==> config.mk <==
export PLATFORM = sky130hd
export DESIGN_NAME = riscv_mdu
export DESIGN_NICKNAME = d
export VERILOG_FILES = /design/src/rtl/mdu_pkg.sv /design/src/rtl/mdu_signfix.sv /design/src/rtl/riscv_mdu.sv
export SDC_FILE = /design/constraint.sdc
export NUM_CORES = 1
export LEC_CHECK = 0
export BUFFER_PORTS_ARGS = -buffer_cell sky130_fd_sc_hd__clkbuf_2
export CORE_UTILIZATION = 25
export CTS_CLUSTER_SIZE = 10
export DETAILED_ROUTE_END_ITERATION = 7
export GPL_TIMING_DRIVEN = 0
export PLACE_DENSITY_LB_ADDON = 0.2
export SLEW_MARGIN = 20
export SYNTH_ARGS = -nofsm -noshare
export SYNTH_HDL_FRONTEND = slang
export SYNTH_SLANG_ARGS = --single-unit
export TNS_END_PERCENT = 20
==> constraint.sdc <==
create_clock -name clk -period 5.5 [get_ports clk]
set_input_delay 1.1 -clock clk [delete_from_list [all_inputs] [get_ports clk]]
set_output_delay 1.1 -clock clk [all_outputs]
set_load 0.005 [all_outputs]
==> src/rtl/mdu_pkg.sv <==
// mdu_pkg: shared opcodes, state encoding and decode helper for the RV M-extension unit
package mdu_pkg;
  localparam logic [2:0] MDU_MUL    = 3'b000;
  localparam logic [2:0] MDU_MULH   = 3'b001;
  localparam logic [2:0] MDU_MULHSU = 3'b010;
  localparam logic [2:0] MDU_MULHU  = 3'b011;
  localparam logic [2:0] MDU_DIV    = 3'b100;
  localparam logic [2:0] MDU_DIVU   = 3'b101;
  localparam logic [2:0] MDU_REM    = 3'b110;
  localparam logic [2:0] MDU_REMU   = 3'b111;
  typedef enum logic [1:0] {IDLE, CALC, FIX, DONE} state_t;
  function automatic logic is_div(input logic [2:0] f);
    return f[2];
  endfunction
endpackage

==> src/rtl/mdu_signfix.sv <==
// mdu_signfix: conditional two's-complement negation of a W-bit value
module mdu_signfix #(
  parameter int W = 32
) (
  input  logic [W-1:0] value,
  input  logic         negate,
  output logic [W-1:0] res
);
  assign res = negate ? -value : value;
endmodule

==> src/rtl/riscv_mdu.sv <==
// riscv_mdu: iterative multiply/divide unit for RV M; shift-add multiply, restoring divide
module riscv_mdu
  import mdu_pkg::*;
#(
  parameter int XLEN           = 32,
  parameter int BITS_PER_CYCLE = 1
) (
  input  logic            clk,
  input  logic            reset,
  input  logic            start,
  input  logic [2:0]      funct3,
  input  logic [XLEN-1:0] srca,
  input  logic [XLEN-1:0] srcb,
  input  logic            flush,
  output logic            ready,
  output logic            busy,
  output logic            done,
  output logic [XLEN-1:0] result
);
  localparam int K  = XLEN / BITS_PER_CYCLE;
  localparam int CW = $clog2(K);
  state_t state, state_n;
  logic [2:0] op;
  logic sa, sb;
  logic [CW-1:0] cnt;
  logic [XLEN-1:0] opa, hi, lo, hi_n, lo_n;
  logic [XLEN:0] r, s;
  logic [2*XLEN-1:0] fix0;
  logic [XLEN-1:0] fix1, res_fix, res_spec;
  logic sgn_a, sgn_b, na, nb, div_zero, div_ovf, mul_zero, special, accept, in_fix;
  assign sgn_a    = ~(funct3[0] & (funct3[1] | funct3[2]));
  assign sgn_b    = sgn_a & (funct3 != MDU_MULHSU);
  assign na       = sgn_a & srca[XLEN-1];
  assign nb       = sgn_b & srcb[XLEN-1];
  assign div_zero = is_div(funct3) & (srcb == '0);
  assign div_ovf  = is_div(funct3) & ~funct3[0] & (srca == {1'b1, {(XLEN-1){1'b0}}}) & (&srcb);
  assign mul_zero = ~is_div(funct3) & ((srca == '0) | (srcb == '0));
  assign special  = div_zero | div_ovf | mul_zero;
  assign res_spec = div_zero ? (funct3[1] ? srca : '1) : div_ovf ? (funct3[1] ? '0 : srca) : '0;
  assign accept   = (state == IDLE) & start & ~flush;
  assign in_fix   = state == FIX;
  // The same two negators take operand magnitudes in IDLE and correct result signs in FIX
  mdu_signfix #(.W(2*XLEN)) u_fix_wide (
    .value  (in_fix ? {hi, lo} : {{XLEN{1'b0}}, srca}),
    .negate (in_fix ? sa ^ sb : na),
    .res    (fix0)
  );
  mdu_signfix #(.W(XLEN)) u_fix_narrow (
    .value  (in_fix ? hi : srcb),
    .negate (in_fix ? sa : nb),
    .res    (fix1)
  );
  assign res_fix = op[2] ? (op[1] ? fix1 : fix0[XLEN-1:0])
                         : (op == MDU_MUL ? fix0[XLEN-1:0] : fix0[2*XLEN-1:XLEN]);
  // hi is the product high half / partial remainder; lo the multiplier / dividend-quotient
  always_comb begin
    hi_n = hi;
    lo_n = lo;
    r = '0;
    s = '0;
    for (int i = 0; i < BITS_PER_CYCLE; i++) begin
      if (is_div(op)) begin
        r = {hi_n, lo_n[XLEN-1]};
        lo_n = {lo_n[XLEN-2:0], r >= {1'b0, opa}};
        r = r >= {1'b0, opa} ? r - {1'b0, opa} : r;
        hi_n = r[XLEN-1:0];
      end else begin
        s = {1'b0, hi_n} + (lo_n[0] ? {1'b0, opa} : '0);
        lo_n = {s[0], lo_n[XLEN-1:1]};
        hi_n = s[XLEN:1];
      end
    end
  end
  always_ff @(posedge clk or posedge reset)
    if (reset) state <= IDLE;
    else state <= state_n;
  always_comb begin
    state_n = flush ? IDLE
            : state == IDLE ? (start ? (special ? DONE : CALC) : IDLE)
            : state == CALC ? (cnt == CW'(K-1) ? FIX : CALC)
            : state == FIX  ? DONE : IDLE;
    ready = state == IDLE;
    busy  = state != IDLE;
    done  = state == DONE;
  end
  always_ff @(posedge clk or posedge reset)
    if (reset) begin
      op <= '0;
      sa <= 1'b0;
      sb <= 1'b0;
      cnt <= '0;
      opa <= '0;
      hi <= '0;
      lo <= '0;
      result <= '0;
    end else if (accept) begin
      op <= funct3;
      sa <= na;
      sb <= nb;
      cnt <= '0;
      hi <= '0;
      opa <= is_div(funct3) ? fix1 : fix0[XLEN-1:0];
      lo <= is_div(funct3) ? fix0[XLEN-1:0] : fix1;
      if (special) result <= res_spec;
    end else if (state == CALC) begin
      hi <= hi_n;
      lo <= lo_n;
      cnt <= cnt + 1'b1;
    end else if (in_fix && !flush) result <= res_fix;
endmodule

**Yosys cells after proc, flatten, opt, wreduce, memory -nomap -nowiden**

Index checks and enable logic that the tools add are counted.

- Latch bits: 0
- Memory bits (read-only): 0
- Memories: 0
- Word-level logic and storage cells: 90
- Register bits after elaboration: 140
- RAM bits: 0

- Multiply operators: 0
- Multiplexer cells: 36
- $lt $le $gt $ge: 1
- Shift operators: 0
- Div/mod/pow operators: 0
- Bitwise operators: 20
- Add/sub/neg operators: 5
- Eq/ne operators: 8
- Reductions and logical operators: 11

Operator list:

| cell | count |
|---|---|
| 32-bit 2-to-1 mux | 23 |
| 64-bit 2-to-1 mux | 2 |
| 32-bit logical NOT | 2 |
| 64-bit negator | 1 |
| 32-bit by 32-bit adder with 33-bit output | 1 |
| 33-bit by 32-bit greater-or-equal comparator with 1-bit output | 1 |
| 32-bit equality test, second input constant | 1 |
| 32-bit negator | 1 |
| 32-bit AND reduction | 1 |
| 32-bit subtractor | 1 |
| 2-bit 2-to-1 mux | 7 |
| 1-bit AND | 11 |
| 5-bit 2-to-1 mux | 2 |
| 2-bit nonzero test | 3 |
| 5-bit by 1-bit adder with 5-bit output, second input constant | 1 |
| 5-bit equality test, second input constant | 1 |
| 2-bit equality test, second input constant | 2 |
| 2-bit inequality test, second input constant | 2 |
| 1-bit inverter | 4 |
| 1-bit bitwise OR | 4 |
| 3-bit logical NOT | 1 |
| 3-bit by 2-bit inequality test with 1-bit output, second input constant | 1 |
| 3-bit AND reduction | 1 |
| 2-bit by 1-bit equality test with 1-bit output, second input constant | 1 |
| 5 further kinds | 6 |

**Logic depth before layout (Yosys ltp)**

Gate-level depths: netlist of the first run.

- Depth after elaboration: 12
- Depth in mapped cells: 20

**Hierarchy**

A second synthesis of the first run with hierarchy kept.

- Cell total of the unflattened synthesis: 1879
- Area total of the unflattened synthesis: 14928.1 sq um

By module, submodules not included:

| module | cells each | seq. area each (sq um) | times used | area each (sq um) |
|---|---|---|---|---|
| riscv_mdu | 1573 | 3503.4 | 1 | 12707.2 |
| mdu_signfix at u_fix_wide | 198 | 0.0 | 1 | 1453.9 |
| mdu_signfix at u_fix_narrow | 108 | 0.0 | 1 | 767.0 |

**Least setup slack after synthesis of the first run**

No wires, ideal clock.

- Kind: register to register
- From: register state[1]
- To: register result[30]
- Path buffers: 8
- Library setup time: 0.138 ns
- Cell stages (with the launch flop): 20
- Period minus slack after synthesis: 4.502 ns
- Setup slack: 0.998 ns
- Data required time: 5.362 ns
- Arrival time: 4.364 ns
- Cell sequence: dfrtp_1 buf_6 nor2b_4 buf_6 buf_8 buf_2 buf_2 buf_2 buf_2 buf_1 mux2i_1 ha_1 or4b_1 nand4b_1 nor4_1 a31oi_1 xor2_1 a221oi_1 a2111oi_0 a21oi_1

- Word-level cells in the longest chain between the ends: 9
- Elaborated cells between the ends (all ways): 24

Ends and longest elaborated chain:

| item | line | RTL |
|---|---|---|
| start: declaration | riscv_mdu.sv:22 | `state_t state, state_n;` |
| start signal: assignment | riscv_mdu.sv:76 | `else state <= state_n;` |
| 2-bit equality test | riscv_mdu.sv:41 | `assign in_fix = state == FIX;` |
| 64-bit 2-to-1 mux / 32-bit 2-to-1 mux (equally long branches) | riscv_mdu.sv:44, riscv_mdu.sv:49 |  |
| 64-bit negator / 32-bit negator (equally long branches) | mdu_signfix.sv:9 | `assign res = negate ? -value : value;` |
| 64-bit 2-to-1 mux / 32-bit 2-to-1 mux (equally long branches) | mdu_signfix.sv:9 |  |
| 32-bit 2-to-1 mux, on equally long branches | riscv_mdu.sv:54, riscv_mdu.sv:53 |  |
| 32-bit 2-to-1 mux | riscv_mdu.sv:53 | `assign res_fix = op[2] ? (op[1] ? fix1 : fix0[XLEN-1:0])` |
| 32-bit 2-to-1 mux | riscv_mdu.sv:109 | `end else if (in_fix && !flush) result <= res_fix;` |
| 32-bit 2-to-1 mux | riscv_mdu.sv:105 | `end else if (state == CALC) begin` |
| 32-bit 2-to-1 mux | riscv_mdu.sv:96 | `end else if (accept) begin` |
| end signal: assignment | riscv_mdu.sv:104 | `if (special) result <= res_spec;` |
| end signal: assignment | riscv_mdu.sv:109 |  |
| end: declaration | riscv_mdu.sv:18 | `output logic [XLEN-1:0] result` |

Parallel ways exist; a longest one is shown, timed or not. The select of a mux whose other input is x is not followed.
A chain may end at the register's enable or synchronous reset.

**Worst setup path in the final report of the first run**

- From: register state[0]
- To: register result[18]

The elaborated chain is that of the path after synthesis.

==> impl_metrics.yaml, run 1 <==
status:
  outcome: "complete, but fails checks"
  violations: "negative setup slack"
critical_path:
  crit_required_ns: 5.91
  critPathSlowestCell: "buf_4"
  worstPathMaxFanout: 28
  crit_path_cell_trace: "buf_6, nand2b_4, buf_6, buf_2, buf_4, clkbuf_4, buf_2, a21boi_0, ha_1, o211ai_1, a2111oi_4, nand4_1, o21ai_0, xnor2_1, a221oi_1, o21ai_1, o211ai_1, o21a_1"
  crit_path_end_kind: "register"
  path_class: "register to register"
  slowest_delay_ns: 0.49
  critPathLaunchType: "register"
  arrival_ns: 5.96
route:
  drc_errors: 0
  drt-vias-per-instance: 5.975
  ant_nets: 0
  vias: 18000
  drtPass1Iterations: 8
  drt-total-wl_mm: 96.99
  first_iter_violations: 2310
  wl_per_cell_um: 32.19
floorplan:
  initial_core_util_pct: 25.45
  rows: 90
  coreArea_mm2: 0.06070
  fp.dieArea_mm2: 0.06278
  boundaryPins: 106
  die_h_um: 250.6
  dieWidth_um: 250.6
synthesis:
  syn_inst: 2094
  async_flop_share_pct: 100.0
  synth_edf_count: 0
  synthTopCellsByArea: "dfrtp_1, mux2i_1, o21ai_0"
  synth_most_common_cell: "nand2_1"
  synth_top_cell_area_share_pct: 22.68
  ys_seq_area_share_pct: 22.68
  synth_area_leader_cell: "dfrtp_1"
  syn-mean-instance-area_um2: 7.376
  yosysWarningCount: 0
  yosys_register_bits: 140
  synth_top_flop_cell: "dfrtp_1"
  ys_top_cells_by_count: "nand2_1, nor2_1, o21ai_0"
  netlist_area_mm2: 0.01544
  yosysUniqueCellTypes: 85
  synth_nets: 2235
cts:
  clk_latency_ns: 0.53
  clockBufferDepth: 2
  cts_buffers: 17
  clock-sinks: 140
  root_buffer: "clkbuf_16"
  htreeDepth: 4
  clkTransAtPathRegs_ns: 0.08
  tritoncts: "done"
  hold_buffers: 0
layout:
  area_growth_pct: 14.63
  fin_nets: 2358
  fin_area_mm2: 0.01770
  num-fill-cells: 6743
  drive_above_1_share_pct: 9.910
sta:
  max_freq_mhz: 180.2
  setup_ws_ns: -0.05033
  skew_ns: 0.03580
  hold_viol: 0
  slew_headroom_pct: 15.60
  worst_slew_pin_slew_ns: 1.266
  fin_crit_ns: 5.550
  setup_violations: 3
  rsz0062_at_grt: "false"
  report.final.slew_viol_count: 0
  final.period_utilization_pct: 100.9
global_route:
  grt_pass1_wl_mm: 134.1
  grt_max_degree: 78
  grt_use_total_pct: 30.50
  grt_pass1_vias: 17230
  grt-ovfl-total: 0
  antenna_found_initial: 4
placed_design:
  dp_hpwl_mm: 77.30
  io_buffer_count: 102
  routabilityCongestion: 1.043
  dpl_cell_area_mm2: 0.01700
power:
  fin_total_pwr_uw: 7525
  powerDensity_mw_per_mm2: 425.0
  leakagePower_uw: 0.007234
  ir_drop_v: 0.0002585
flow_run:
  maxCapViolCount: 0
worst_hold_path:
  hp-class: "register to register"
[state kept, by name, summed over array words and instances (netlist names)]
signal	flops
opa	32
state	2
sb	1
op	3
lo	32
result	32
hi	32
sa	1
cnt	5
[through the flow]
step	utilization (%)	setup TNS (ns)	instances	hold slack [ns]	setup WS (ns)
global route	29.17	0	3012	0.5008	0.001087
finish	29.17	-0.05903	3013	0.4720	-0.05033
floorplan	-	0	2094	0.4591	0.6471
global placement	27.90	-295.29	2978	0.4611	-2.335
detailed placement	28.01	-48.05	2980	0.4592	-2.077
CTS	29.10	0	3012	0.4756	0.01053
[power breakdown]
group | internal (uW) | total [uW] | switching (uW) | leakage (uW)
Clock | 635 | 1240 | 603 | 0.000279
Combinational | 1600 | 4500 | 2900 | 0.00523
Sequential | 1290 | 1790 | 493 | 0.00173
[cells in the final DEF, fill, tap and decap left out, types with 31 or more instances in the layout]
cell / instances
ha_1: 68
inv_1: 59
nand3_1: 49
xor2_1: 55
nand2_1: 259
and2_1: 39
o21ai_0: 192
a211oi_1: 31
nor3_1: 34
clkbuf_2: 103
xnor2_1: 77
nor2_1: 221
a21oi_1: 159
mux2i_1: 118
dfrtp_1: 140
clkbuf_1: 89
a31oi_1: 43
[worst max-delay path: cells and delay by family, from the launching register on]
kind                     cells  cell delay (ns)
XOR/XNOR                     1             0.49
buffers and inverters        6             2.17
AND/OR/NAND/NOR              2             0.39
AO/OA/AOI/OAI                8             1.63
flip-flops                   1             0.41
adder cells (fa/ha/maj)      1             0.30
[final cells by class]
class / instances / area, um2 / share of cell area [%]
repair buffers: 108 / 573.1 / 3.237
well taps: 782 / 978.4 / 5.526
clock buffers: 17 / 425.4 / 2.403
flip-flops and latches: 140 / 3503 / 19.79
plain buffers: 130 / 588.1 / 3.322
inverters: 64 / 247.7 / 1.399
diodes: 1 / 2.502 / 0.01413
clock inverters: 15 / 148.9 / 0.8410
multi-input cells: 1756 / 11240 / 63.47
[what timing repair did]
item,4_1_cts,5_1_grt
gates cloned,0,0
pin swaps,5,2
endpoints found under the hold margin,0,0
buffers inserted,4,0
resized for setup,23,9
endpoints found under the setup margin,53,26
[worst paths after layout]
check / start / to / slack, ns / cells after the start
worst max-delay path: state[0] / result[18] / -0.05 / 18
worst min-delay path: result[7] / result[7] / 0.47 / 2
worst max register to register: state[0] / result[18] / -0.05 / 18
worst min register to register: result[7] / result[7] / 0.47 / 2
max in group asynchronous: reset / lo[13] / 4.01 / 3
min in group asynchronous: reset / hi[29] / 0.63 / 2
[metal layers]
layer	up-vias	wire length, um	share of wire (%)	track usage [%]
met1	8866	41070	42	39.73
met3	234	7140	7.4	4.895
met4	2	5719	5.9	16.69
met5	-	12	0.012	0
met2	1041	43050	44	48.01
li1	7860	-	-	-
[kinds of logic (layout without fill, tap and decap cells)]
family	count (synthesis)	in the layout	share of synthesized area (%)
buf+inv	198	334	5.371
compound gates	663	663	26.98
fa+ha+maj	70	70	5.768
xor+xnor	136	136	7.712
mux	131	131	8.595
other cells	0	1	0
simple gates	756	756	22.89
flops	140	140	22.68
Note: power is estimated with default switching activity, not from simulation.
==> run 2, diff against run 1 <==
--- a/config.mk
+++ b/config.mk
@@ -11,6 +11,7 @@
 export DETAILED_ROUTE_END_ITERATION = 7
 export GPL_TIMING_DRIVEN = 0
 export PLACE_DENSITY_LB_ADDON = 0.2
+export SETUP_SLACK_MARGIN = 0.4
 export SLEW_MARGIN = 20
 export SYNTH_ARGS = -nofsm -noshare
 export SYNTH_HDL_FRONTEND = slang
==> impl_metrics.yaml, run 2 (synthesis results as in run 1) <==
critical_path:
  crit_required_ns: 5.87
  path_class: "register to register"
  r2r_start: "state[1]"
  worstPathMaxFanout: 10
  r2r_end: "result[3]"
  reg2reg_slack_ns: 0.22
  arrival_ns: 5.66
  r2r_cells: 14
  critPathLaunchType: "register"
  crit_path_end_kind: "register"
layout:
  fin_util_pct: 29.69
  fin_nets: 2370
  final_common_cell: "nand2_1"
  final_cell_mix: "nand2_1, nor2_1, o21ai_0, a21oi_1, dfrtp_1"
  drive_above_1_share_pct: 11.28
  area_growth_pct: 16.68
  multiInputGateArea_mm2: 0.01138
  ff_latch_area_mm2: 0.003503
  num-fill-cells: 6733
route:
  drt-total-wl_mm: 97.91
  wl_per_cell_um: 32.37
  drc_errors: 0
  ant_nets: 0
  drt-vias-per-instance: 5.999
  first_iter_violations: 2458
  drtPass1Iterations: 6
  vias: 18150
power:
  ir_drop_v: 0.0002653
  fin_total_pwr_uw: 7567
  leakagePower_uw: 0.007377
  powerDensity_mw_per_mm2: 419.9
sta:
  max_freq_mhz: 189.3
  setup_violations: 0
  setup_ws_ns: 0.2178
  worst_slew_pin_slew_ns: 1.254
  fin_crit_ns: 5.282
  rsz0062_at_grt: "true"
  report.final.slew_viol_count: 0
  whs_ns: 0.4724
  hold_viol: 0
  slew_headroom_pct: 16.37
  final.period_utilization_pct: 96.04
  skew_ns: 0.01854
cts:
  clock-sinks: 140
  clkTransAtPathRegs_ns: 0.08
  tritoncts: "done"
  htreeDepth: 4
  cts_buffers: 17
  root_buffer: "clkbuf_16"
  clockBufferDepth: 2
  clk_latency_ns: 0.52
  hold_buffers: 0
floorplan:
  rows: 90
  boundaryPins: 106
  dieWidth_um: 250.6
  die_h_um: 250.6
  coreArea_mm2: 0.06070
  fp.dieArea_mm2: 0.06278
  initial_core_util_pct: 25.45
placed_design:
  io_buffer_count: 102
  routabilityCongestion: 1.043
  preCtsSetupSlack_ns: -2.077
  dp_hpwl_mm: 77.30
worst_hold_path:
  min_from: "result[7]"
  hold_path_depth: 2
  whs_endpoint: "result[7]"
  hp-class: "register to register"
global_route:
  grt_max_degree: 78
  grt-ovfl-total: 0
  grt_pass1_vias: 17380
  antenna_found_initial: 4
  grt_use_total_pct: 30.85
  grt_pass1_wl_mm: 135.6
flow_run:
  maxCapViolCount: 0
status:
  outcome: "finished, final reports clean"
-- run 2: cell count changes in the layout (fill, tap and decap cells not counted), moves of 4 or more --
cell | previous run | this run
buf_12 | 0 | 6
xnor2_1 | 77 | 73
buf_4 | 11 | 19
o21ai_0 | 192 | 186
xnor2_2 | 2 | 6
o21ai_1 | 8 | 12
-- run 2: worst max-delay path: stages, from the launching register on --
cell      delay (ns)
dfrtp_1         0.35
buf_6           0.16
nor2b_4         0.15
buf_6           0.17
buf_12          0.18
buf_12          0.17
buf_2           0.34
a21oi_1         0.12
a21oi_1         0.53
clkbuf_1        0.69
buf_1           0.77
o31ai_1         0.36
xor2_1          0.26
o211ai_1        0.71
nand3_1         0.15
-- run 2: worst max-delay path by stage --
stage                 end     start  cells past startpoint
5_1_grt        result[12]  state[1]                     20
4_1_cts           opa[22]  state[0]                     20
3_5_place_dp   result[30]  state[1]                     19
3_3_place_gp   result[16]  state[1]                     19
6_report        result[3]  state[1]                     14
2_1_floorplan      cnt[0]     reset                      1
-- run 2: power breakdown --
part | switching (uW) | internal (uW)
Combinational | 2910 | 1620
Sequential | 495 | 1290
Clock | 609 | 636
Total | 4020 | 3550
-- run 2: cell type report --
type	count	area share, %
multi-input combinational	1756	63.13
sequential	140	19.44
tap	782	5.429
buffer	134	3.846
timing repair buffer	116	3.583
clock buffer	17	2.361
inverter	64	1.375
clock inverter	15	0.8262
antenna	1	0.01389
-- run 2: metrics by stage --
stage | area [um2] | TNS, ns | cells
final | 18020 | 0 | 3025
after global routing | 18020 | 0 | 3024
after CTS | 17950 | 0 | 3022
after detailed placement | 17000 | -48.05 | 2980
after global placement | 16930 | -295.29 | 2978
after floorplan | 15440 | 0 | 2094
-- run 2: timing repair --
| item | in CTS | in global routing |
|---|---|---|
| setup buffers | 10 | 2 |
| gates resized for setup | 71 | 13 |
| setup endpoints to repair | 78 | 35 |
| pin swaps | 14 | 10 |
| endpoints found under the hold margin | 0 | 0 |
-- run 2: layer usage --
layer | share of wire [%] | vias to the layer above | routed length, um | global-route usage [%]
met5 | 0.013 | - | 13 | 0
met4 | 6.2 | 2 | 6033 | 17.67
met3 | 7.9 | 230 | 7751 | 5.747
met2 | 44 | 1028 | 43030 | 47.83
met1 | 42 | 8995 | 41080 | 40.00
li1 | - | 7892 | - | -
==> run 3, diff against run 2 <==
--- a/config.mk
+++ b/config.mk
@@ -10,7 +10,7 @@
 export CTS_CLUSTER_SIZE = 10
 export DETAILED_ROUTE_END_ITERATION = 7
 export GPL_TIMING_DRIVEN = 0
-export PLACE_DENSITY_LB_ADDON = 0.2
+export PLACE_DENSITY_LB_ADDON = 0.3
 export SETUP_SLACK_MARGIN = 0.4
 export SLEW_MARGIN = 20
 export SYNTH_ARGS = -nofsm -noshare
==> impl_metrics.yaml, run 3 (synthesis results as in run 1) <==
layout:
  drive_above_1_share_pct: 11.46
  area_growth_pct: 16.67
  fin_nets: 2370
  final_common_cell: "nand2_1"
  final_cell_mix: "nand2_1, nor2_1, o21ai_0, a21oi_1, dfrtp_1"
power:
  fin_total_pwr_uw: 7609
  powerDensity_mw_per_mm2: 422.3
  ir_drop_v: 0.0002035
  leakagePower_uw: 0.007364
floorplan:
  initial_core_util_pct: 25.45
  rows: 90
  die_h_um: 250.6
  boundaryPins: 106
  dieWidth_um: 250.6
  coreArea_mm2: 0.06070
  fp.dieArea_mm2: 0.06278
sta:
  max_freq_mhz: 190.4
  skew_ns: 0.01525
  setup_tns_ns: 0
  rsz0062_at_grt: "true"
  hold_viol: 0
  slew_headroom_pct: 17.14
  whs_ns: 0.4764
  worst_slew_pin_slew_ns: 1.243
  setup_violations: 0
  final.period_utilization_pct: 95.48
  report.final.slew_viol_count: 0
  fin_crit_ns: 5.251
global_route:
  grt_use_total_pct: 30.06
  grt-ovfl-total: 0
  grt_pass1_vias: 17560
  grt_max_degree: 78
  antenna_found_initial: 2
  grt_pass1_wl_mm: 132.8
critical_path:
  worstPathMaxFanout: 10
  critPathSlowestCell: "buf_1"
  path_class: "register to register"
  arrival_ns: 5.61
  crit_path_end_kind: "register"
  crit_required_ns: 5.86
  r2r_end: "opa[5]"
  reg2reg_slack_ns: 0.25
  cp_top_family: "buffers and inverters"
  critPathLaunchType: "register"
  slowest_delay_ns: 0.85
  r2r_cells: 14
  r2r_start: "state[1]"
  cp_num_buf_inv: 8
  crit_path_cell_trace: "buf_6, nor2b_4, buf_6, buf_8, buf_6, buf_2, buf_2, buf_2, buf_1, mux2i_1, xnor2_1, nor2_1, o21ai_0, o21ai_0"
route:
  drc_errors: 0
  drt-total-wl_mm: 95.13
  drtPass1Iterations: 6
  wl_per_cell_um: 31.45
  drt-vias-per-instance: 6.038
  first_iter_violations: 2550
  ant_nets: 0
  vias: 18270
placed_design:
  io_buffer_count: 102
  dp_hpwl_mm: 74.81
  routabilityCongestion: 1.066
flow_run:
  maxCapViolCount: 0
worst_hold_path:
  min_from: "result[14]"
  whs_endpoint: "result[14]"
  hp-class: "register to register"
  hold_path_depth: 2
cts:
  clockBufferDepth: 2
  tritoncts: "done"
  clk_latency_ns: 0.53
  htreeDepth: 4
  root_buffer: "clkbuf_16"
  cts_buffers: 17
  clock-sinks: 140
  clkTransAtPathRegs_ns: 0.07
status:
  outcome: "finished, final reports clean"
-- run 3: cell types whose count changed in the layout (fill, tap and decap cells not counted), moves of 2 or more --
cell,before,now
clkbuf_8,2,0
buf_12,6,0
buf_4,19,21
inv_6,9,1
buf_6,6,8
mux2i_1,117,115
bufinv_16,1,3
clkinvlp_4,2,6
buf_8,0,4
mux2i_2,0,2
-- run 3: where the power goes --
group          switching (uW)  internal [uW]
combinational            2900           1620
clock                     571            710
sequential                516           1300
total                    3990           3620
-- run 3: metal layers --
metal	wire [um]	up-vias	GRT usage, %
li1	-	7883	-
met1	38410	8911	38.45
met2	40720	1202	45.48
met3	9571	270	7.544
met4	6431	0	17.90
met5	0	-	0
-- run 3: layout make-up --
type | instances | area (um2)
multi-input cells | 1756 | 11390
fillers | 6667 | 42680
well taps | 782 | 978.4
plain buffers | 134 | 658.1
flip-flops and latches | 140 | 3503
repair buffers | 116 | 638.1
diodes | 1 | 2.502
inverters | 64 | 247.7
clock buffers | 18 | 429.2
clock inverters | 14 | 171.4
-- run 3: worst max-delay path by stage --
stage	from	end	slack, ns	cells past startpoint
final	state[1]	opa[5]	0.25	14
after detailed placement	state[1]	result[30]	-1.74	19
after global placement	state[1]	result[16]	-1.93	19
after CTS	state[0]	opa[28]	0.35	20
after global routing	state[1]	opa[22]	0.34	18
after floorplan	reset	cnt[0]	0.65	1
-- run 3: worst reg2reg max path, delay by kind of cell, from the launching register on --
kind                      cells  cell delay, ns
DFF                           1            0.34
muxes                         1            0.21
AOI/OAI and AO/OA             2            0.82
buffers and inverters         8            2.92
and+or+nand+nor               2            0.22
xor gates and xnor gates      1            0.57
-- run 3: stage by stage --
stage	cell area, um2	util (%)	setup slack, ns	instances
2_1_floorplan	15440	-	0.6471	2094
3_3_place_gp	16930	27.90	-1.927	2978
3_5_place_dp	17000	28.01	-1.745	2981
4_1_cts	17850	29.41	0.3511	3018
5_1_grt	18020	29.68	0.3374	3024
6_report	18020	29.69	0.2486	3025
-- run 3: timing repair --
item                       CTS  global route
pin swaps                    6            10
gates resized for setup     55            32
setup buffers                5             6
setup endpoints to repair   64            38
hold buffers                 0             0
